File: config.mk
export PLATFORM = sky130hd
export DESIGN_NAME = seg_monitor
export DESIGN_NICKNAME = d
export VERILOG_FILES = /design/src/rtl/seg_pkg.sv /design/src/rtl/seg_decode.sv /design/src/rtl/seg_monitor.sv
export SDC_FILE = /design/constraint.sdc
export NUM_CORES = 1
export LEC_CHECK = 0
export BUFFER_PORTS_ARGS = -buffer_cell sky130_fd_sc_hd__buf_2
export CORE_MARGIN = 2
export CORE_UTILIZATION = 54
export DETAILED_ROUTE_END_ITERATION = 8
export PLACE_DENSITY = 0.87
export SKIP_LAST_GASP = 1
export SYNTH_ARGS = -nofsm -noshare
export SYNTH_HDL_FRONTEND = slang
export SYNTH_HIERARCHICAL = 1
export SYNTH_SLANG_ARGS = --single-unit
File: constraint.sdc
create_clock -name clk -period 3.6 [get_ports clk]
set_input_delay 0.72 -clock clk [delete_from_list [all_inputs] [get_ports clk]]
set_output_delay 0.72 -clock clk [all_outputs]
set_load 0.01 [all_outputs]
File: src/rtl/seg_pkg.sv
// Shared definitions for the seven-segment monitor: glyph table,
// tracking-state encoding and datapath widths.
package seg_pkg;

    localparam int SEG_W       = 7;
    localparam int DIGIT_W     = 4;
    localparam int STAB_CNT_W  = 4;
    localparam int TRANS_CNT_W = 16;
    localparam int ERR_CNT_W   = 8;

    // All segments off on an active-low bus.
    localparam logic [SEG_W-1:0] SEG_BLANK = 7'h7F;

    // Active-low glyphs, bit0=a .. bit6=g, indexed by hex value.
    localparam logic [15:0][SEG_W-1:0] GLYPH_TABLE = {
        7'h0E,  // F
        7'h06,  // E
        7'h21,  // d
        7'h46,  // C
        7'h03,  // b
        7'h08,  // A
        7'h10,  // 9
        7'h00,  // 8
        7'h78,  // 7
        7'h02,  // 6
        7'h12,  // 5
        7'h19,  // 4
        7'h30,  // 3
        7'h24,  // 2
        7'h79,  // 1
        7'h40   // 0
    };

    typedef enum logic {
        S_FIRST = 1'b0,
        S_TRACK = 1'b1
    } seg_state_e;

endpackage

File: src/rtl/seg_decode.sv
// Combinational seven-segment pattern to hex value decoder.
module seg_decode
    import seg_pkg::*;
(
    input  logic [SEG_W-1:0]   pattern_i,
    output logic               legal_o,
    output logic [DIGIT_W-1:0] value_o
);

    // Table search; any pattern not in the table is illegal.
    always_comb begin
        legal_o = 1'b0;
        value_o = '0;
        for (int i = 0; i < 16; i++) begin
            if (pattern_i == GLYPH_TABLE[i]) begin
                legal_o = 1'b1;
                value_o = DIGIT_W'(i);
            end
        end
    end

endmodule

File: src/rtl/seg_monitor.sv
// Seven-segment bus monitor: synchronizes and debounces the segment bus,
// decodes accepted glyphs and tracks up/down steps between digits.
//
// state   | meaning
// S_FIRST | no reference digit yet; next legal digit is taken without a step check
// S_TRACK | reference digit held in digit; each new legal digit is step-checked
module seg_monitor
    import seg_pkg::*;
#(
    parameter int STABLE_CYCLES = 4
)
(
    input  logic                   clk,
    input  logic                   rst,
    input  logic [SEG_W-1:0]       seg_in,
    input  logic                   clr,
    output logic [DIGIT_W-1:0]     digit,
    output logic                   digit_valid,
    output logic                   invalid,
    output logic                   dir_up,
    output logic                   dir_down,
    output logic                   step_err,
    output logic [TRANS_CNT_W-1:0] trans_cnt,
    output logic [ERR_CNT_W-1:0]   err_cnt
);

    localparam logic [STAB_CNT_W-1:0] STABLE_MAX = STAB_CNT_W'(STABLE_CYCLES - 1);

    logic [SEG_W-1:0]       sync1_q, sync2_q, prev_q, last_pat_q;
    logic [STAB_CNT_W-1:0]  stab_cnt_q, stab_cnt_d;
    seg_state_e             state_q;
    logic [DIGIT_W-1:0]     digit_q;
    logic                   dv_q, inv_q, up_q, dn_q, se_q;
    logic [TRANS_CNT_W-1:0] trans_q;
    logic [ERR_CNT_W-1:0]   err_q;

    logic                   stable, accept;
    logic                   dec_legal;
    logic [DIGIT_W-1:0]     dec_value;
    logic [DIGIT_W-1:0]     digit_plus, digit_minus;

    // Stability count: restart on any change of the synchronized sample.
    always_comb begin
        stab_cnt_d = stab_cnt_q;
        if (sync2_q != prev_q) begin
            stab_cnt_d = '0;
        end else if (stab_cnt_q != STABLE_MAX) begin
            stab_cnt_d = stab_cnt_q + 1'b1;
        end
    end

    // Judged on the counter's next value so the pattern is taken on the same
    // edge the count completes; last_pat_q stops a saturated count re-accepting.
    assign stable      = (stab_cnt_d == STABLE_MAX);
    assign accept      = stable && (sync2_q != last_pat_q);
    assign digit_plus  = digit_q + 1'b1;
    assign digit_minus = digit_q - 1'b1;

    seg_decode u_decode (
        .pattern_i (sync2_q),
        .legal_o   (dec_legal),
        .value_o   (dec_value)
    );

    // Two-flop synchronizer, previous-sample register and stability counter.
    always_ff @(posedge clk or negedge rst) begin
        if (!rst) begin
            sync1_q    <= SEG_BLANK;
            sync2_q    <= SEG_BLANK;
            prev_q     <= SEG_BLANK;
            stab_cnt_q <= '0;
        end else begin
            sync1_q    <= seg_in;
            sync2_q    <= sync1_q;
            prev_q     <= sync2_q;
            stab_cnt_q <= stab_cnt_d;
        end
    end

    // Tracking FSM with registered outputs and saturating counters.
    always_ff @(posedge clk or negedge rst) begin
        if (!rst) begin
            last_pat_q <= SEG_BLANK;
            state_q    <= S_FIRST;
            digit_q    <= '0;
            dv_q       <= 1'b0;
            inv_q      <= 1'b0;
            up_q       <= 1'b0;
            dn_q       <= 1'b0;
            se_q       <= 1'b0;
            trans_q    <= '0;
            err_q      <= '0;
        end else begin
            dv_q <= 1'b0;
            se_q <= 1'b0;
            // A pattern discarded by clr is still consumed, so it is not
            // picked up again on the following cycle.
            if (accept) begin
                last_pat_q <= sync2_q;
            end
            if (clr) begin
                state_q <= S_FIRST;
                up_q    <= 1'b0;
                dn_q    <= 1'b0;
                trans_q <= '0;
                err_q   <= '0;
            end else if (accept) begin
                if (!dec_legal) begin
                    inv_q <= 1'b1;
                    if (err_q != '1) err_q <= err_q + 1'b1;
                end else begin
                    inv_q   <= 1'b0;
                    digit_q <= dec_value;
                    dv_q    <= 1'b1;
                    case (state_q)
                        S_FIRST: state_q <= S_TRACK;
                        S_TRACK: begin
                            if (dec_value == digit_plus) begin
                                up_q <= 1'b1;
                                dn_q <= 1'b0;
                                if (trans_q != '1) trans_q <= trans_q + 1'b1;
                            end else if (dec_value == digit_minus) begin
                                up_q <= 1'b0;
                                dn_q <= 1'b1;
                                if (trans_q != '1) trans_q <= trans_q + 1'b1;
                            end else begin
                                se_q <= 1'b1;
                                if (err_q != '1) err_q <= err_q + 1'b1;
                            end
                        end
                        default: state_q <= S_FIRST;
                    endcase
                end
            end
        end
    end

    assign digit       = digit_q;
    assign digit_valid = dv_q;
    assign invalid     = inv_q;
    assign dir_up      = up_q;
    assign dir_down    = dn_q;
    assign step_err    = se_q;
    assign trans_cnt   = trans_q;
    assign err_cnt     = err_q;

endmodule

==> metrics <==
area growth from synthesis to layout 11.18%; Tmin final 3.402 ns; DRT iter0 DRCs 214; Post-Synth Simple-Gate Area 21.36%; P_leak 1.793 nW; post-synthesis sequential area ratio 46.97%; post-synthesis adder-cell area fraction 1.742%; DRC Markers 0; Max Slew Vio Count 0; post-synth cell types 72; Vias/cell 6.388; WP data arrival 3.67 ns; Post-Synthesis Cells 334; detailed placement HPWL 5.123 mm; CP Max Fanout 15; clock slew at reported path FFs 0.08 ns; global-route wire length before repair 12.72 mm; CP Capture Type flip-flop; Compound-Gate Fraction of Synth Area 14.77%; CTS Sinks 66; number of fill cells 492; maxcap violations 0; Ys Warns 6; Final Hold Viols 0; Final GP Congestion 0.8045; CP endpoint err_cnt[7]$_DFFE_PN0P_; vias 2913; CTS max path bufs 2; fraction of registers with async set/reset 100.0%; GRT Resource Usage Total 22.09%; Reg2Reg Depth 11; status finished clean; WL/cell 17.21 um; Max IR drop VDD 0.0002640 V; CTS tree done; Die H 85.55 um; share of layout cells above drive strength 1 32.45%; IO buf count 42; Detailed Route WL 7.849 mm; GRT overflow 0; # IOs 43; initial core utilization 56.23%; worst-margin pin slew 1.111 ns; Final period util 94.50%; R2R Path Start sync2_q[1]$_DFF_PN1_; final setup fails 0; critical path class flip-flop to flip-flop; worst relative slew slack 25.96%; largest family of logic cells by synthesized area simple AND/OR/NAND/NOR gates; vias in the first global route 2671; TritonCTS Buffers 9; most area-consuming cells after synthesis dfrtp_1 26%, dfstp_2 20%, mux2_2 4.1%, xor2_1 3.7%, nor2_1 2.3%; syn avg cell area 10.75 sq um; worst reg2reg endpoint err_cnt[7]$_DFFE_PN0P_; Rows 29; antenna violations before repair 0; clk_skew 0.01352 ns; width of the die 85.55 um; Cell Pwr Density 359.2 nW/um^2; Hold Crit Class flip-flop to flip-flop; RSZ-0062 raised after global routing no; FF-to-FF setup slack 0.20 ns; CTS H-tree depth 3; Final Util 62.52%; Startpoint Class flip-flop; crit path from sync2_q[1]$_DFF_PN1_; setup_tns 0 ns; CP required 3.86 ns; Synth area leader dfrtp_1; XOR/XNOR Fraction of Synth Area 6.307%; pin count of the biggest net entering global routing 51; predominant post-synthesis flop cell dfrtp_1; final antenna diode count 0; CTS root buf clkbuf_8; Post-synth EDFFs 0; Pre-antenna DRT Iters 5; multiplexer share of the synthesized area 4.634%; syn_nets 349; Die ar. 7318 sq um; Clock Latency Late Sink 0.35 ns; fmax 293.9 MHz; antenna-violating nets left 0; synthesized cell area 3591 sq um; Yosys top cell area share 26.48%; nets@finish 389; FF+latch count, synth 66; total core area 6386 sq um; CTS Hold Bufs 0
==> repair_timing <==
item / 4_1_cts / 5_1_grt
resized for setup: 0 / 2
setup buffers: 0 / 2
setup endpoints to repair: 0 / 6
==> power breakdown <==
part | internal, mW | switching [mW] | leakage, nW
Sequential | 0.765 | 0.0216 | 0.822
Combinational | 0.0297 | 0.0492 | 0.881
Clock | 0.255 | 0.314 | 0.0907
Total | 1.05 | 0.385 | 1.79
==> Yosys cell counts, types with 5 or more instances <==
cell      count
inv_1         6
nor3_1        8
a21oi_1      10
xnor2_1       9
buf_2         6
nand4_1       7
dfrtp_1      38
mux2_2       13
o31ai_1       6
a31oi_1      11
nor2_1       22
nand2_1      21
nand3_1      14
a311oi_1      8
o21ai_0       7
clkbuf_1      5
dfstp_2      28
xor2_1       15
and3_1       12
ha_1          5
nor2b_1       6
==> final cells by class <==
type | instances | area [sq um] | area share (%)
tap | 77 | 96.34 | 2.413
multi-input combinational | 244 | 1765 | 44.22
sequential | 66 | 1687 | 42.24
inverter | 6 | 22.52 | 0.5641
clock inverter | 7 | 50.05 | 1.254
clock buffer | 9 | 123.9 | 3.102
timing repair buffer | 47 | 247.7 | 6.205
==> through the flow <==
stage / total power [mW] / setup slack (ns) / cells / hold slack [ns] / instance area, sq um
6_report: 1.434 / 0.1979 / 456 / 0.3580 / 3993
5_1_grt: 1.486 / 0.006613 / 456 / 0.3605 / 3993
4_1_cts: 1.439 / 0.2724 / 454 / 0.3586 / 3965
3_5_place_dp: 0.8761 / 0.2994 / 438 / 0.3472 / 3791
3_3_place_gp: 0.8721 / 0.4438 / 438 / 0.3453 / 3791
2_1_floorplan: 0.8458 / 0.5970 / 334 / 0.3452 / 3591
==> kinds of logic after synthesis <==
logic type                 after synthesis
and+or+nand+nor                        126
buffers and inverters                   24
xor gates and xnor gates                25
adders and majority gates                5
muxes                                   15
AOI/OAI and AO/OA                       73
DFF                                     66
==> state kept, by name, indices dropped and copies added (netlist names) <==
name / cells
trans_cnt: 16
err_cnt: 8
last_pat_q: 7
prev_q: 7
sync1_q: 7
sync2_q: 7
digit: 4
stab_cnt_q: 4
digit_valid: 1
dir_down: 1
dir_up: 1
invalid: 1
state_q: 1
step_err: 1
==> worst max-delay path, cell delays in order (launching register included) <==
cell	delay, ns
dfstp_2	0.69
nor2_1	0.14
a32oi_1	0.24
o31ai_1	0.10
nand4b_1	0.22
xnor2_1	0.30
xnor2_1	0.22
nor4b_4	0.13
buf_4	0.16
o31a_2	0.38
or4_4	0.55
mux2i_1	0.19
==> routing by layer <==
layer | share of wire (%) | wire length (um) | vias up | global-route usage (%)
li1 | - | - | 1327 | -
met1 | 43 | 3365 | 1436 | 28.54
met2 | 49 | 3856 | 136 | 36.51
met3 | 6.3 | 493 | 14 | 5.005
met4 | 1.7 | 134 | 0 | 8.225
met5 | 0 | 0 | - | 0
==> how the worst min path moves through the flow <==
stage,startpoint,to,slack (ns),cells past startpoint
floorplan,sync1_q[0]$_DFF_PN1_,sync2_q[0]$_DFF_PN1_,0.35,0
global placement,sync1_q[0]$_DFF_PN1_,sync2_q[0]$_DFF_PN1_,0.35,0
detailed placement,sync1_q[5]$_DFF_PN1_,sync2_q[5]$_DFF_PN1_,0.35,0
CTS,sync1_q[5]$_DFF_PN1_,sync2_q[5]$_DFF_PN1_,0.36,0
global route,sync1_q[0]$_DFF_PN1_,sync2_q[0]$_DFF_PN1_,0.36,0
finish,sync1_q[5]$_DFF_PN1_,sync2_q[5]$_DFF_PN1_,0.36,0
==> layout by cell type (no fill, tap or decap), types with 8 or more instances in the layout <==
cell type,synthesis,final
nand2_1,21,21
and3_1,12,12
buf_2,6,42
clkbuf_8,2,9
nor2_1,22,22
mux2_2,13,13
dfstp_2,28,28
a31oi_1,11,11
nor3_1,8,8
a311oi_1,8,8
xor2_1,15,15
xnor2_1,9,9
nand3_1,14,14
dfrtp_1,38,38
a21oi_1,10,10
(Power assumes the default switching activity.)
